[config.mk]
export PLATFORM = sky130hd
export DESIGN_NAME = regfile_reader
export DESIGN_NICKNAME = d
export VERILOG_FILES = /design/src/rtl/regfile_reader.sv
export SDC_FILE = /design/constraint.sdc
export NUM_CORES = 1
export LEC_CHECK = 0
export BUFFER_PORTS_ARGS = -buffer_cell sky130_fd_sc_hd__buf_4
export CORE_ASPECT_RATIO = 1.1
export CORE_MARGIN = 3
export CORE_UTILIZATION = 40
export CTS_CLUSTER_SIZE = 40
export DETAILED_ROUTE_END_ITERATION = 10
export PLACE_DENSITY = 0.73
export SYNTH_ARGS = -nofsm -noshare
export SYNTH_HDL_FRONTEND = slang
export SYNTH_SLANG_ARGS = --single-unit
[constraint.sdc]
create_clock -name CLK_i -period 2.25 [get_ports CLK_i]
set_input_delay 0.225 -clock CLK_i [delete_from_list [all_inputs] [get_ports CLK_i]]
set_output_delay 0.225 -clock CLK_i [all_outputs]
set_load 0.005 [all_outputs]
[src/rtl/regfile_reader.sv]
// Burst reader: START(BASE,LEN) walks LEN entries from BASE (mod DEPTH) and streams them out.
// First word valid 3 cycles after START, then one word per 3 cycles; a low OUT_READY_i freezes HOLD.
module regfile_reader #(
  parameter int DATA_W = 8,
  parameter int DEPTH  = 8,
  parameter int ADDR_W = 3
) (
  input  logic              CLK_i,
  input  logic              RES_i,
  input  logic              START_i,
  input  logic [ADDR_W-1:0] BASE_ADDR_i,
  input  logic [ADDR_W:0]   LEN_i,
  output logic              RF_RD_EN_o,
  output logic [ADDR_W-1:0] RF_RD_ADDR_o,
  input  logic [DATA_W-1:0] RF_RD_DATA_i,
  output logic [DATA_W-1:0] OUT_DATA_o,
  output logic              OUT_VALID_o,
  input  logic              OUT_READY_i,
  output logic              OUT_LAST_o,
  output logic              BUSY_o,
  output logic              DONE_o
);

  typedef enum logic [2:0] {
    S_IDLE,
    S_REQ,
    S_WAIT,
    S_HOLD,
    S_FIN
  } state_t;

  localparam logic [ADDR_W:0]   LEN_MAX  = (ADDR_W+1)'(DEPTH);
  localparam logic [ADDR_W:0]   LEN_ONE  = (ADDR_W+1)'(1);
  localparam logic [ADDR_W-1:0] ADDR_ONE = ADDR_W'(1);

  state_t            state;
  logic [ADDR_W-1:0] addr;
  logic [ADDR_W:0]   remaining;

  always_ff @(posedge CLK_i) begin
    if (RES_i) begin
      state        <= S_IDLE;
      addr         <= '0;
      remaining    <= '0;
      RF_RD_EN_o   <= 1'b0;
      RF_RD_ADDR_o <= '0;
      OUT_DATA_o   <= '0;
      OUT_VALID_o  <= 1'b0;
      OUT_LAST_o   <= 1'b0;
      BUSY_o       <= 1'b0;
      DONE_o       <= 1'b0;
    end else begin
      unique case (state)
        S_IDLE: begin
          if (START_i) begin
            BUSY_o <= 1'b1;
            if (LEN_i == '0) begin
              state  <= S_FIN;
              DONE_o <= 1'b1;
            end else begin
              addr         <= BASE_ADDR_i;
              remaining    <= (LEN_i > LEN_MAX) ? LEN_MAX : LEN_i;
              state        <= S_REQ;
              RF_RD_EN_o   <= 1'b1;
              RF_RD_ADDR_o <= BASE_ADDR_i;
            end
          end
        end
        S_REQ: begin
          RF_RD_EN_o   <= 1'b0;
          RF_RD_ADDR_o <= '0;
          state        <= S_WAIT;
        end
        S_WAIT: begin
          // addr wraps naturally because DEPTH is a power of two
          OUT_DATA_o  <= RF_RD_DATA_i;
          addr        <= addr + ADDR_ONE;
          remaining   <= remaining - LEN_ONE;
          OUT_VALID_o <= 1'b1;
          OUT_LAST_o  <= (remaining == LEN_ONE);
          state       <= S_HOLD;
        end
        S_HOLD: begin
          if (OUT_READY_i) begin
            OUT_VALID_o <= 1'b0;
            OUT_LAST_o  <= 1'b0;
            if (remaining != '0) begin
              state        <= S_REQ;
              RF_RD_EN_o   <= 1'b1;
              RF_RD_ADDR_o <= addr;
            end else begin
              state  <= S_FIN;
              DONE_o <= 1'b1;
            end
          end
        end
        S_FIN: begin
          DONE_o <= 1'b0;
          BUSY_o <= 1'b0;
          state  <= S_IDLE;
        end
        default: state <= S_IDLE;
      endcase
    end
  end

endmodule

# Word level (Yosys, flattened, before mapping)
# Index checks and enable logic that the tools add are counted.
# word_totals
elab_cells,68
rom_bits,0
latch_bits,0
mem_bits_rw,0
n_memories,0
ff_bits,26
# op_classes
n_mux,30
eq_ne,11
mul,0
shifts,0
bitwise_logic,0
order_cmp,1
addsub,2
n_div,0
reduce_logical,14
# ops
cell,count
two-way mux 3 bit,8
two-way mux 4 bit,3
"!= test 2 bit, second input constant",6
case mux 3 bit (4 select lines),1
two-way mux 1 bit,10
AND reduction 5 bit,2
case mux 3 bit (3 select lines),1
case mux 4 bit (2 select lines),1
"equality test 3 x 2 -> 1 bit, second input constant",2
case mux 1 bit (2 select lines),3
case mux 1 bit (3 select lines),2
case mux 3 bit (2 select lines),1
AND reduction 2 bit,3
nonzero test 2 bit,3
nonzero test 3 bit,2
"equality test 4 x 1 -> 1 bit, second input constant",1
"greater-than comparator 4 bit, second input constant",1
logical NOT 4 bit,1
nonzero test 4 bit,1
"subtractor 4 x 1 -> 4 bit, second input constant",1
"adder 3 x 1 -> 3 bit, second input constant",1
"equality test 3 x 1 -> 1 bit, second input constant",1
"equality test 3 bit, second input constant",1
logical NOT 3 bit,1
AND reduction 3 bit,1

# Depth between registers and ports, before layout
# Gate-level depths: netlist of the first run.
# depth
depth_word,5
depth_mapped,6
ltp_nobuf,6

# Worst setup path before layout of the first run
# OpenSTA, ideal clock, no wires.
# synth_path
path_kind,flip-flop to flip-flop
startpoint,register remaining[0]
endpoint,register RF_RD_ADDR_o[0]
arrival_time_ps,1483
period_less_slack_ps,1606
path_slack_ps,644
stages_incl_launch_ff,7
cell_sequence,dfxtp_1 -> inv_1 -> ha_1 -> nor3b_1 -> a31oi_1 -> o21ai_2 -> mux2_1
# synth_between
elab_chain_cells,3
# synth_rtl
item,line_no,rtl
start: declaration,38,logic [ADDR_W:0] remaining;
start signal: assignment,62,remaining <= (LEN_i > LEN_MAX) ? LEN_MAX : LEN_i;
start signal: assignment,78,remaining <= remaining - LEN_ONE;
nonzero test 4 bit,87,if (remaining != '0) begin
!= test 2 bit (no line),--,
AND reduction 5 bit (no line),--,
end signal: assignment,65,RF_RD_ADDR_o <= BASE_ADDR_i;
end signal: assignment,90,RF_RD_ADDR_o <= addr;
end: declaration,14,"output logic [ADDR_W-1:0] RF_RD_ADDR_o,"
# No other way between the ends.
# A chain may end at the register's enable or synchronous reset.

# Worst setup path after layout of the first run
# layout_path
startpoint,register remaining[0]
endpoint,register RF_RD_ADDR_o[2]
# Same word-level chain as after synthesis.

==> results.txt, run 1 <==
share of cells above drive strength 1: 31.6%
Vias per Instance: 5.19
global-route usage over all layers: 16.0%
nets@finish: 211
placed cell area: 1650 um2
Crit Path Class: flip-flop to flip-flop
HP Class: primary input to flip-flop
mux contribution to synthesized area: 4.60%
clock sinks: 26
hpwl dp: 2260 um
PostCTS Resize Cnt: 0
Starting Density: 43.6%
Distinct cells, synth: 48
htree depth: 1
largest family of logic cells by synthesized area: simple AND/OR/NAND/NOR gates
DRT iter0 DRCs: 37
count of state elements after synthesis: 26
Syn. warnings: 0
Vias: 1209
Die Ht: 67.8 um
worst path required time: 2.47 ns
core box area: 3180 um2
CTS tree: built
Synth Area in Adders: 3.61%
Sw Pwr: 0.000343 W
fin crit share: 78.7%
PD cells: 658 nW/um2
Slew HR: 62.3%
Die ar.: 4210 um2
Synth Area in Compound Gates: 21.4%
Final Hold Violating Endpoints: 0
total setup buffers inserted after CTS: 0
setup tns final: 0 ns
root buf cell: clkbuf_4
clock buffer depth: 2
# diodes: 0
first-pass GRT wire length: 5440 um
later-pin clock latency in the skew report: 0.32 ns
Design Area, Final: 1690 um2
WHS Path Cells: 3
Sw Ratio: 30.9%
Synth Area in XOR/XNOR: 0.631%
outcome: complete, no violations
final wirelength: 3040 um
Final GP Congestion: 0.754
mean post-synth cell area: 8.89 um2
Residual DRC: 0
CTS clk-pin slew, worst paths: 0.14 ns
Leak Pwr: 0.705 nW
syn_nets: 179
area grow syn2layout: 21.6%
crit end category: flip-flop
register area share after synthesis: 37.5%
buffers added on ports: 34
Int Pwr: 0.000767 W
Achievable Freq: 564 MHz
Die W: 62.2 um
crit path time final: 1.77 ns
DR WL/cell: 13.1 um
number of global-route vias before repair: 1237
remaining global-route overflow: 0
CP max FO: 5
cts bufs inserted: 3
RSZ-0062 raised after global routing: no
FP Rows: 21
Mapped Cells: 156
post-route clock skew: 0.00644 ns
Reg power frac: 50.0%
setup violators final: 0
number of routed nets with antenna violations: 0
pin count of the biggest net entering global routing: 27
Simple-Gate Fraction of Synth Area: 24.6%
initial antenna violation count: 0
Final Core Density: 53.1%
actual slew at the worst max-slew pin: 0.565 ns
reg2reg path depth: 6
Clk pwr share: 21.1%
drt pass-1 iters: 4
max-cap violation count: 0
mapped cell area: 1390 um2
maximum VDD drop: 0.000366 V
hold-fix buffers at CTS: 0
Gate power share: 28.9%
Ports: 35
Slew Viols, Final: 0
CP Launch Type: flip-flop
arrival time at the worst endpoint: 2.00 ns
[worst paths after layout]
check                              from                            to  slack [ns]
max           remaining[0]$_SDFFE_PP0P_  RF_RD_ADDR_o[2]$_SDFFE_PP0P_        0.48
min                     RF_RD_DATA_i[4]    OUT_DATA_o[4]$_SDFFE_PP0P_        0.14
max reg2reg   remaining[0]$_SDFFE_PP0P_  RF_RD_ADDR_o[2]$_SDFFE_PP0P_        0.48
min reg2reg  OUT_DATA_o[1]$_SDFFE_PP0P_    OUT_DATA_o[1]$_SDFFE_PP0P_        0.47
[synthesized netlist by cell type (all sizes together)]
library cell | number | area (um2)
nand3 | 1 | 5.00
nor3 | 5 | 35.0
and2b | 1 | 7.51
nor2 | 12 | 47.6
nor4bb | 1 | 10.0
o21ai | 6 | 37.5
mux2i | 3 | 30.0
a21o | 2 | 15.0
and2 | 3 | 18.8
o211a | 1 | 10.0
a311oi | 4 | 53.8
dfxtp | 26 | 521
a31oi | 2 | 12.5
nand2 | 22 | 82.6
xor2 | 1 | 8.76
clkbuf | 1 | 3.75
nor3b | 3 | 27.5
mux2 | 3 | 33.8
o41ai | 1 | 16.3
a221oi | 3 | 38.8
nor2b | 4 | 25.0
a21boi | 1 | 11.3
a211oi | 1 | 7.51
a32oi | 1 | 8.76
or3 | 1 | 6.26
nor4 | 2 | 18.8
a21oi | 14 | 77.6
and3 | 1 | 6.26
inv | 9 | 33.8
nand2b | 3 | 21.3
or3b | 1 | 8.76
buf | 9 | 68.8
or2 | 1 | 6.26
ha | 4 | 50.1
a22oi | 1 | 7.51
nand3b | 2 | 15.0
[logic make-up after synthesis]
logic type,after synthesis
flip-flops,26
AO/OA/AOI/OAI,37
AND/OR/NAND/NOR,63
multiplexers,6
buffers and inverters,19
adder cells (fa/ha/maj),4
XOR/XNOR,1
[cell usage in the layout (no fill, tap or decap), types with 4 or more instances in the layout]
master / instances
nand2_1: 22
nor2_1: 11
dfxtp_1: 26
inv_1: 9
ha_1: 4
buf_4: 37
a21oi_1: 12
nor2b_1: 4
[layout make-up]
| type | instances | area [um2] |
|---|---|---|
| Clock buffer | 4 | 36.3 |
| Fill cell | 299 | 1490 |
| Inverter | 9 | 33.8 |
| Multi-Input combinational cell | 111 | 761 |
| Sequential cell | 26 | 520 |
| Tap cell | 46 | 57.6 |
| Timing Repair Buffer | 37 | 278 |
[worst max-delay path: stages, from the launching register on]
cell and delay, ns:
dfxtp_1 0.39, inv_1 0.10, ha_1 0.13, nor3b_1 0.32, a31oi_1 0.15, o21ai_2 0.24
mux2_1 0.35
[metal layers]
layer	global-route usage, %	wire (um)	up-vias	part of all wire [%]
met5	0	0	-	0
met4	6.35	31	0	1.0
met3	3.66	153	4	5.0
met2	31.5	1510	27	50
met1	16.7	1350	577	44
li1	-	-	601	-
[power by group through the flow]
stage | clock network [W] | logic (W) | registers, W
floorplan | 0 | 0.000232 | 0.000550
global placement | 0 | 0.000312 | 0.000562
detailed placement | 0 | 0.000322 | 0.000566
CTS | 0.000247 | 0.000324 | 0.000555
global route | 0.000262 | 0.000363 | 0.000564
finish | 0.000235 | 0.000321 | 0.000555
[per-stage QoR]
stage          hold WS, ns  power [W]  worst slack (ns)  instances
6_report             0.137    0.00111             0.478        233
5_1_grt              0.121    0.00119             0.277        233
4_1_cts              0.125    0.00113             0.457        233
3_5_place_dp         0.447   0.000887             0.483        229
3_3_place_gp         0.439   0.000873             0.561        229
2_1_floorplan        0.361   0.000782             0.644        156
[flip-flops by register name (all words and copies together), names as in the netlist]
register      count
OUT_DATA_o        8
remaining         4
RF_RD_ADDR_o      3
addr              3
state             3
BUSY_o            1
DONE_o            1
OUT_LAST_o        1
OUT_VALID_o       1
RF_RD_EN_o        1
(Power assumes the default switching activity.)
==> run 2: changes to the inputs <==
PLACE_DENSITY = 0.75   (was 0.73)
clock period = 1.6 ns   (was 2.25 ns; I/O delays follow)
==> results.txt, run 2 (synthesis gave the netlist of run 1 again) <==
drt pass-1 iters: 4
core box area: 3180 um2
first-pass GRT wire length: 5490 um
buffers added on ports: 34
final wirelength: 3300 um
CP Launch Type: flip-flop
DRT iter0 DRCs: 46
maximum VDD drop: 0.000394 V
crit path max-delay cell type: dfxtp_2
FP Rows: 21
number of routed nets with antenna violations: 0
cts bufs inserted: 3
PD cells: 900 nW/um2
Die Ht: 67.8 um
crit end category: flip-flop
outcome: complete, no violations
root buf cell: clkbuf_4
Achievable Freq: 644 MHz
CTS tree: built
register-to-register setup slack: 0.05 ns
share of cells above drive strength 1: 41.1%
worst r2r dst: RF_RD_EN_o$_SDFFE_PP0P_
nets@finish: 222
htree depth: 1
later-pin clock latency in the skew report: 0.32 ns
Die W: 62.2 um
Crit Path Class: flip-flop to flip-flop
crit-path leading delay family: compound AO/OA/AOI/OAI gates
setup tns final: 0 ns
fin crit share: 97.1%
Crit path largest cell delay: 0.38 ns
DR WL/cell: 13.6 um
launch point of the worst reg-to-reg path: remaining[1]$_SDFFE_PP0P_
max-cap violation count: 0
clock buffer depth: 2
crit path time final: 1.55 ns
commonest cells after routing, fill and taps aside: 48 x buf_4, 22 x nand2_1, 21 x dfxtp_1, 12 x a21oi_1, 11 x nor2_1
most common cell after layout, fill and taps aside: buf_4
Vias: 1249
pin count of the biggest net entering global routing: 25
Setup crit start: remaining[1]$_SDFFE_PP0P_
Slew HR: 74.3%
Overall Power: 0.00162 W
worst path required time: 1.83 ns
reg2reg path depth: 7
CTS clk-pin slew, worst paths: 0.14 ns
area grow syn2layout: 30.1%
actual slew at the worst max-slew pin: 0.381 ns
Worst Setup EP: RF_RD_EN_o$_SDFFE_PP0P_
RSZ-0062 raised after global routing: yes
Final Hold Violating Endpoints: 0
cells along the critical path: inv_4 > ha_4 > nor3b_4 > a31oi_1 > o21ai_2 > buf_4 > a221oi_2
# diodes: 0
number of global-route vias before repair: 1203
global-route usage over all layers: 16.1%
Starting Density: 43.6%
Design Area, Final: 1810 um2
Final GP Congestion: 0.768
CP max FO: 4
Vias per Instance: 5.14
WHS Path Cells: 3
Biggest register: OUT_DATA_o
Die ar.: 4210 um2
post-route clock skew: 0.00712 ns
worst path buffer plus inverter count: 2
clock sinks: 26
placed cell area: 1700 um2
initial antenna violation count: 0
largest registers: OUT_DATA_o (8), remaining (4)
arrival time at the worst endpoint: 1.78 ns
Worst path depth: 7
HP Class: primary input to flip-flop
Leak Pwr: 0.766 nW
Residual DRC: 0
remaining global-route overflow: 0
hpwl dp: 2370 um
Ports: 35
Slew Viols, Final: 0
setup violators final: 0
Largest register FFs: 8
-- run 2: through the flow --
| stage | setup slack, ns | utilization [%] | hold WS [ns] | instances |
|---|---|---|---|---|
| final | 0.0470 | 56.8 | 0.0769 | 243 |
| after global routing | -0.0227 | 56.8 | 0.0646 | 243 |
| after CTS | 0.00605 | 55.5 | 0.0630 | 240 |
| after detailed placement | -0.0669 | 53.5 | 0.415 | 235 |
| after global placement | 0.0573 | 53.5 | 0.409 | 235 |
| after floorplan | 0.0798 | - | 0.296 | 156 |
-- run 2: repair_timing --
| item | CTS | global route |
|---|---|---|
| hold buffers | 0 | 0 |
| setup buffers | 2 | 3 |
| pin swaps | 2 | 4 |
| setup endpoints to repair | 4 | 4 |
| gates resized for setup | 8 | 7 |
-- run 2: worst register-to-register path, delay by kind of cell (launching register included) --
family,cells,cell delay [ns]
buffers and inverters,2,0.21
AND/OR/NAND/NOR,1,0.14
AO/OA/AOI/OAI,3,0.59
flip-flops,1,0.38
adder cells (fa/ha/maj),1,0.15
-- run 2: worst min-delay path by stage --
stage	startpoint	end
floorplan	RF_RD_DATA_i[0]	OUT_DATA_o[0]$_SDFFE_PP0P_
global placement	RF_RD_DATA_i[7]	OUT_DATA_o[7]$_SDFFE_PP0P_
detailed placement	RF_RD_DATA_i[2]	OUT_DATA_o[2]$_SDFFE_PP0P_
CTS	RF_RD_DATA_i[2]	OUT_DATA_o[2]$_SDFFE_PP0P_
global route	RF_RD_DATA_i[2]	OUT_DATA_o[2]$_SDFFE_PP0P_
finish	RF_RD_DATA_i[2]	OUT_DATA_o[2]$_SDFFE_PP0P_
-- run 2: final cells by class --
class / count / area (um2)
timing repair buffer: 48 / 360
inverter: 9 / 36.3
clock buffer: 3 / 22.5
fill: 282 / 1370
sequential: 26 / 527
tap: 46 / 57.6
multi-input combinational: 111 / 802
-- run 2: per-layer routing --
layer	up-vias	track usage (%)	part of all wire, %
met1	588	19.0	42
met4	0	5.25	1.2
met3	4	2.83	5.1
li1	623	-	-
met5	-	0	0
met2	34	29.8	51
-- run 2: power breakdown --
part           leakage [nW]  internal, W  total [W]  switching, W
clock network        0.0138    0.0000880   0.000279      0.000191
registers             0.215     0.000719   0.000789     0.0000700
logic                 0.537     0.000302   0.000557      0.000255
total                 0.766      0.00111    0.00162      0.000515
